$ cat src/rtl/shortest_path_fw.sv
// All-pairs shortest-path engine (Floyd-Warshall) over external single-port M/L/P SRAMs.
// Latency: Go to Done = (N^2+1) + N(2N-1) + 5N(N-1)^2 cycles (225 for N=4).
// Backpressure: none; the SRAMs respond in fixed time, and Go is ignored while a run is active.
module shortest_path_fw #(
    parameter int N_LOG2  = 4,
    parameter int D_WIDTH = 8,
    parameter int A_WIDTH = 2 * N_LOG2,
    parameter int PRED_EN = 1
) (
    input  logic               Clk,
    input  logic               Rst,
    input  logic               Go,
    input  logic               Hop_Mode,
    input  logic [D_WIDTH-1:0] M_In,
    input  logic [D_WIDTH-1:0] L_In,
    output logic [D_WIDTH-1:0] L_Out,
    output logic [D_WIDTH-1:0] P_Out,
    output logic [A_WIDTH-1:0] M_Addr,
    output logic [A_WIDTH-1:0] L_Addr,
    output logic [A_WIDTH-1:0] P_Addr,
    output logic               M_En,
    output logic               M_Rw,
    output logic               L_En,
    output logic               L_Rw,
    output logic               P_En,
    output logic               P_Rw,
    output logic               Done
);

    localparam int N  = 1 << N_LOG2;
    localparam int NN = N * N;
    localparam int CW = A_WIDTH + 1;

    // "No path" distance and "no intermediate node" marker share the all-ones code.
    localparam logic [D_WIDTH-1:0] INF  = '1;
    localparam logic [D_WIDTH-1:0] NONE = '1;
    localparam logic [N_LOG2-1:0]  NMAX = '1;

    localparam logic [3:0] S_IDLE  = 4'd0;
    localparam logic [3:0] S_INIT  = 4'd1;
    localparam logic [3:0] S_RD_IK = 4'd2;
    localparam logic [3:0] S_RD_KJ = 4'd3;
    localparam logic [3:0] S_RD_IJ = 4'd4;
    localparam logic [3:0] S_CMP   = 4'd5;
    localparam logic [3:0] S_WR    = 4'd6;
    localparam logic [3:0] S_ADV   = 4'd7;
    localparam logic [3:0] S_DONE  = 4'd8;

    logic [3:0]         state;
    logic [N_LOG2-1:0]  k_idx;
    logic [N_LOG2-1:0]  i_idx;
    logic [N_LOG2-1:0]  j_idx;
    logic [CW-1:0]      init_cnt;
    logic               hop_q;
    logic [D_WIDTH-1:0] ik_q;
    logic [D_WIDTH-1:0] kj_q;
    logic [D_WIDTH-1:0] sum_q;
    logic               upd_q;

    logic [N_LOG2-1:0]  k_nxt;
    logic [N_LOG2-1:0]  i_nxt;
    logic [N_LOG2-1:0]  j_nxt;
    logic               last_trip;
    logic               skip_nxt;

    logic               init_last;
    logic               init_rd;
    logic               init_wr;
    logic [A_WIDTH-1:0] init_wr_addr;
    logic               init_diag;
    logic [D_WIDTH-1:0] init_val;

    logic [D_WIDTH:0]   sum_c;
    logic               upd_c;
    logic [D_WIDTH-1:0] k_ext;

    // Next (k,i,j) in k-outer / i-middle / j-inner order, plus end-of-run and skip detection.
    always_comb begin
        j_nxt = j_idx + N_LOG2'(1);
        i_nxt = i_idx;
        k_nxt = k_idx;
        if (j_idx == NMAX) begin
            i_nxt = i_idx + N_LOG2'(1);
            if (i_idx == NMAX) begin
                k_nxt = k_idx + N_LOG2'(1);
            end
        end
        last_trip = (k_idx == NMAX) && (i_idx == NMAX) && (j_idx == NMAX);
        skip_nxt  = (i_nxt == k_nxt) || (j_nxt == k_nxt);
    end

    // INIT pipeline: cycle c reads M[c] and writes entry c-1 from the data returned for it.
    always_comb begin
        init_last    = (init_cnt == CW'(NN));
        init_rd      = (init_cnt < CW'(NN));
        init_wr      = (init_cnt != '0);
        init_wr_addr = init_cnt[A_WIDTH-1:0] - A_WIDTH'(1);
        init_diag    = (init_wr_addr[2*N_LOG2-1:N_LOG2] == init_wr_addr[N_LOG2-1:0]);
        if (init_diag) begin
            init_val = '0;
        end else if (M_In == INF) begin
            init_val = INF;
        end else if (hop_q) begin
            init_val = D_WIDTH'(1);
        end else begin
            init_val = M_In;
        end
    end

    // Relaxation: one extra sum bit keeps overflow visible, so saturation is just "sum < INF".
    always_comb begin
        sum_c = {1'b0, ik_q} + {1'b0, kj_q};
        upd_c = (ik_q != INF) && (kj_q != INF) &&
                (sum_c < {1'b0, INF}) && (sum_c < {1'b0, L_In});
        k_ext = '0;
        k_ext[N_LOG2-1:0] = k_idx;
    end

    // Control FSM, loop counters and pipeline captures.
    always_ff @(posedge Clk) begin
        if (Rst) begin
            state    <= S_IDLE;
            k_idx    <= '0;
            i_idx    <= '0;
            j_idx    <= '0;
            init_cnt <= '0;
            hop_q    <= 1'b0;
            ik_q     <= '0;
            kj_q     <= '0;
            sum_q    <= '0;
            upd_q    <= 1'b0;
        end else begin
            case (state)
                S_IDLE, S_DONE: begin
                    if (Go) begin
                        state    <= S_INIT;
                        init_cnt <= '0;
                        hop_q    <= Hop_Mode;
                        k_idx    <= '0;
                        i_idx    <= '0;
                        j_idx    <= '0;
                    end
                end
                S_INIT: begin
                    if (init_last) begin
                        // The first triple (0,0,0) has i==k, so it is always a skip.
                        state <= S_ADV;
                    end else begin
                        init_cnt <= init_cnt + CW'(1);
                    end
                end
                S_RD_IK: begin
                    state <= S_RD_KJ;
                end
                S_RD_KJ: begin
                    ik_q  <= L_In;
                    state <= S_RD_IJ;
                end
                S_RD_IJ: begin
                    kj_q  <= L_In;
                    state <= S_CMP;
                end
                S_CMP: begin
                    sum_q <= sum_c[D_WIDTH-1:0];
                    upd_q <= upd_c;
                    state <= S_WR;
                end
                S_WR, S_ADV: begin
                    if (last_trip) begin
                        state <= S_DONE;
                    end else begin
                        k_idx <= k_nxt;
                        i_idx <= i_nxt;
                        j_idx <= j_nxt;
                        state <= skip_nxt ? S_ADV : S_RD_IK;
                    end
                end
                default: begin
                    state <= S_IDLE;
                end
            endcase
        end
    end

    // Memory port decode; every control and data output idles at zero outside its state.
    always_comb begin
        M_En   = 1'b0;
        M_Addr = '0;
        L_En   = 1'b0;
        L_Rw   = 1'b0;
        L_Addr = '0;
        L_Out  = '0;
        P_En   = 1'b0;
        P_Rw   = 1'b0;
        P_Addr = '0;
        P_Out  = '0;
        case (state)
            S_INIT: begin
                if (init_rd) begin
                    M_En   = 1'b1;
                    M_Addr = init_cnt[A_WIDTH-1:0];
                end
                if (init_wr) begin
                    L_En   = 1'b1;
                    L_Rw   = 1'b1;
                    L_Addr = init_wr_addr;
                    L_Out  = init_val;
                    if (PRED_EN != 0) begin
                        P_En   = 1'b1;
                        P_Rw   = 1'b1;
                        P_Addr = init_wr_addr;
                        P_Out  = NONE;
                    end
                end
            end
            S_RD_IK: begin
                L_En   = 1'b1;
                L_Addr = A_WIDTH'({i_idx, k_idx});
            end
            S_RD_KJ: begin
                L_En   = 1'b1;
                L_Addr = A_WIDTH'({k_idx, j_idx});
            end
            S_RD_IJ: begin
                L_En   = 1'b1;
                L_Addr = A_WIDTH'({i_idx, j_idx});
            end
            S_WR: begin
                if (upd_q) begin
                    L_En   = 1'b1;
                    L_Rw   = 1'b1;
                    L_Addr = A_WIDTH'({i_idx, j_idx});
                    L_Out  = sum_q;
                    if (PRED_EN != 0) begin
                        P_En   = 1'b1;
                        P_Rw   = 1'b1;
                        P_Addr = A_WIDTH'({i_idx, j_idx});
                        P_Out  = k_ext;
                    end
                end
            end
            default: begin
            end
        endcase
    end

    // M is read-only to this engine.
    assign M_Rw = 1'b0;
    assign Done = (state == S_DONE);

endmodule

$ cat config.mk
export PLATFORM = sky130hd
export DESIGN_NAME = shortest_path_fw
export DESIGN_NICKNAME = d
export VERILOG_FILES = /design/src/rtl/shortest_path_fw.sv
export SDC_FILE = /design/constraint.sdc
export NUM_CORES = 1
export LEC_CHECK = 0
export CAP_MARGIN = 10
export CORE_MARGIN = 2
export CORE_UTILIZATION = 35
export CTS_CLUSTER_SIZE = 30
export DETAILED_ROUTE_END_ITERATION = 12
export HOLD_SLACK_MARGIN = 0.1
export PLACE_DENSITY = 0.61
export SYNTH_ARGS = -nofsm -noshare
export SYNTH_HDL_FRONTEND = slang
export SYNTH_SLANG_ARGS = --single-unit
$ cat constraint.sdc
create_clock -name Clk -period 5.75 [get_ports Clk]
set_clock_uncertainty 0.15 [all_clocks]
set_input_delay 1.15 -clock Clk [delete_from_list [all_inputs] [get_ports Clk]]
set_output_delay 1.15 -clock Clk [all_outputs]
set_load 0.02 [all_outputs]
[Word level (Yosys, flattened, before mapping)]
Cells that the tools add are included.
Word-level totals
  input bits: 20
  register bits: 51
Cells by class
  magnitude comparators: 3
  eq/ne operators: 22
  multiplexer cells: 39
  add/subtract/negate cells: 6
  reductions and logical operators: 17
Operators with widths (number)
  $mux 8: 10
  $pmux 8 s2: 3
  $mux 4: 11
  $pmux 8 s5: 1
  $pmux 4 s7: 1
  $pmux 4 s2: 3
  $mux 9: 2
  $pmux 9 s2: 1
  $eq 4x3->1 const B: 4
  $eq 4x4->1 const B: 4
  $ne 8x8->1 const B: 2
  $add 4x1->4 const B: 3
  $eq 4x4->1: 3
  $add 8x8->9: 1
  $add 9x1->9 const B: 1
  $eq 9x9->1 const B: 1
  $lt 9x8->1: 1
  $lt 9x8->1 const B: 1
  $lt 9x9->1 const B: 1
  $reduce_bool 9->1: 1
  $eq 4x2->1 const B: 2
  $eq 8x8->1 const B: 1
  $ne 2x2->1 const B: 4
  $sub 8x1->8 const B: 1
  other kinds (13): 24

[Logic depth before layout (Yosys ltp)]
  word-level depth: 8
  gate-level depth with buffers: 12

[Least setup slack after synthesis]
Ideal clock, no wire load.
  path type: reg-to-output
  start point: reg init_cnt[0]
  end point: out L_Addr[0]
  setup slack: 2.229 ns
  arrival time: 2.221 ns
  stages on the path, launching flop included: 8
  path through: dfxtp_1 inv_1 ha_1 or4b_4 o31ai_4 buf_2 o21ai_0 o21bai_1
Between the ends
  word-level cells in the longest chain between the ends: 3
  elaborated cells between the ends (all ways): 4
  classes of those cells: 1 x add/sub; 2 x mux; 1 x reduce/logical
RTL lines
  start, declared: RTL line 53  | logic [CW-1:0] init_cnt;
  start signal, assigned: RTL line 149  | init_cnt <= init_cnt + CW'(1);
  $sub 8x1->8 or $reduce_bool 9->1 (tied branches): RTL line 97, 96
  $mux 8 (*): RTL line 203  | if (init_wr) begin
  $pmux 8 s5 (*): RTL line 197  | case (state)
  end, declared: RTL line 19  | output logic [A_WIDTH-1:0] L_Addr,
Mark *: on every way between the ends. The rest lies on a longest branch, timed or not.

[Final worst setup path]
  start point: reg init_cnt[0]
  end point: out L_Addr[5]
The elaborated chain is that of the path after synthesis.

==> impl_metrics.tcl <==
set metrics [dict create \
    status "complete, no violations" \
    antenna_cells 0 \
    clk_pin_slew_worst_paths_ns 0.07 \
    cp_data_arrival_time_ns 3.50 \
    netlist_area_mm2 0.00412 \
    drt_wl_total_um 12100 \
    cts_max_level 2 \
    ys_top_cells_by_count "70 x nand2_1, 51 x dfxtp_1, 47 x a21oi_1" \
    cts_tree "built" \
    ys_warn_count 0 \
    period_share_pct 83.4 \
    synth_top_area_cell "dfxtp_1" \
    grt_pass1_wl_um 20100 \
    cap_violations 0 \
    setup_viol 0 \
    power.total_mw 1.22 \
    routedWlPerCell_um 16.7 \
    slew_headroom_pct 38.0 \
    drc 0 \
    io_buffers 65 \
    worstPathRequired_ns 4.45 \
    seq_area_frac_synth_pct 24.8 \
    drt_iter0_markers 254 \
    dr.pass1.iters 4 \
    yosysUniqueCellTypes 64 \
    crit_chain "inv_1 -> ha_1 -> or4b_4 -> o31ai_4 -> o21ai_0 -> a221o_1 -> clkdlybuf4s50_1" \
    grt_pass1_vias 3997 \
    hold_buffers 0 \
    netlist.area_leader.share_pct 24.8 \
    post_drt_via_cell_ratio 5.69 \
    worst_slew_pin_slew_ns 0.930 \
    root_buffer "clkbuf_16" \
    tns_ns 0 \
    grt_start_max_net_pins 44 \
    min-delay-start "sum_q[5]" \
    start_kind "flop" \
    hold_depth 2 \
    cts_made_buffers 5 \
    final_layout_size_suffix_gt1_share_pct 4.84 \
    rr_worst_depth 12 \
    clk_latency_ns 0.30 \
    fmax_mhz 209 \
    critPathTopFamily "compound AO/OA/AOI/OAI gates" \
    fin_nets 619 \
    antenna_left 0 \
    crit_type "reg2out" \
    grt_overflow_total 0 \
    clockBufferDepth 2 \
    post-cts-setup-buffer-count 0 \
    max_stage_delay_ns 0.81 \
    routabilityCongestion 0.854 \
    slew_violations 0 \
    ys_async_sr_fraction_pct 0 \
    antenna_found_initial 0 \
    min_path_type "reg2reg" \
    synth_flop_cell "dfxtp_1" \
    ir_drop_v 0.000133 \
    die-area_mm2 0.0127 \
    core_area_mm2 0.0115 \
    reg2reg_to "upd_q" \
    yosysMostFrequentCell "nand2_1" \
    holdPathEnd "sum_q[5]" \
    start_util_pct 35.9 \
    synthTopCellsByArea "dfxtp_1 25%, nand2_1 6.4%, ha_1 6.1%, a21oi_1 5.7%, nor2_1 3.9%" \
    synth_cells 543 \
    fin_ws_ns 0.955 \
    ctsResizeCount 0 \
    rsz0062_at_grt "no" \
    ys_seq_elements 51 \
    ios 67 \
    die_y_um 113 \
    rows 39 \
    dp_hpwl_um 9170 \
    power.leakage_nw 1.89 \
    hold_viol 0 \
    grt_use_total_pct 19.2 \
    synth_edf_count 0 \
    period_minus_slack_ns 4.80 \
    slowest_stage "o31ai_4" \
    pre_cts_ws_ns 1.24 \
    syn2layout_area_growth_pct 19.7 \
    syn_nets 584 \
    vias 4107 \
    crit_buf_inv 2 \
    power.density_mw_per_mm2 248 \
    syn_avg_cell_area_um2 7.59 \
    endpoint_kind "output port" \
    rr_startpoint "ik_q[0]" \
    clock-sinks 51 \
    timing.hold.ws_ns 0.310 \
    reg2reg_setup_slack_ns 2.11 \
    dieWidth_um 113 \
    worstPathMaxFanout 23 \
]
-- layout by cell type, fill, tap and decap left out, types with 10 or more instances in the layout --
master and instances:
nand2b_1 15, o21bai_1 13, nand3_1 11, o211ai_1 14, a21o_1 11, ha_1 20
inv_1 19, nor2_1 43, nor3_1 11, or3_1 10, o21ai_0 17, a21oi_1 47
dfxtp_1 51, nand4_1 10, mux2i_1 11, nand2_1 70, clkdlybuf4s50_1 65, xnor2_1 17
-- worst max-delay path by stage --
stage | start | end | slack, ns | cells after the start
floorplan | init_cnt[0] | L_Addr[0] | 2.23 | 7
global placement | M_In[6] | L_Out[3] | 1.28 | 7
detailed placement | init_cnt[0] | L_Addr[5] | 1.24 | 7
CTS | init_cnt[0] | L_Addr[5] | 0.92 | 7
global route | init_cnt[0] | L_Addr[4] | 0.69 | 7
finish | init_cnt[0] | L_Addr[5] | 0.95 | 7
-- tightest hold or removal path, stage by stage (launching register included) --
cell	delay, ns
dfxtp_1	0.31
nand2_1	0.05
a21oi_1	0.06
-- where the power goes --
part,switching (mW),internal (mW)
sequential,0.0404,0.374
combinational,0.297,0.204
clock,0.144,0.163
total,0.481,0.741
-- registers in the layout, indices dropped and copies added (netlist names) --
name,count
upd_q,1
kj_q,8
init_cnt,9
hop_q,1
k_idx,4
state,4
ik_q,8
j_idx,4
sum_q,8
i_idx,4
-- cells by family after synthesis --
kind of cell             synth area share [%]
adder cells (fa/ha/maj)                  6.56
flip-flops                               24.8
AO/OA/AOI/OAI                            24.7
buffers and inverters                    6.59
multiplexers                             2.67
other                                  0.0910
XOR/XNOR                                 6.62
AND/OR/NAND/NOR                          28.0
-- metrics by stage --
step | std cells | cell area, um2 | util [%]
4_1_cts | 722 | 4930 | 43.0
5_1_grt | 722 | 4930 | 43.0
2_1_floorplan | 543 | 4120 | -
6_report | 722 | 4930 | 43.0
3_3_place_gp | 714 | 4780 | 41.7
3_5_place_dp | 714 | 4780 | 41.7
-- cell type report --
type                            count  area, um2
Multi-Input combinational cell    432       2830
Timing Repair Buffer               69        681
Inverter                           19       71.3
Clock inverter                      3       23.8
Fill cell                        1165       6530
Clock buffer                        5        125
Sequential cell                    51       1020
Tap cell                          143        179
-- per-layer routing --
layer	share of wire, %	global-route usage (%)	up-vias	wire length (um)
met1	45	25.0	1938	5400
li1	-	-	2030	-
met2	49	33.1	118	5930
met5	0	0	-	0
met4	2.0	5.45	0	237
met3	4.1	2.86	21	497
Power figures use the tool's default switching activity.
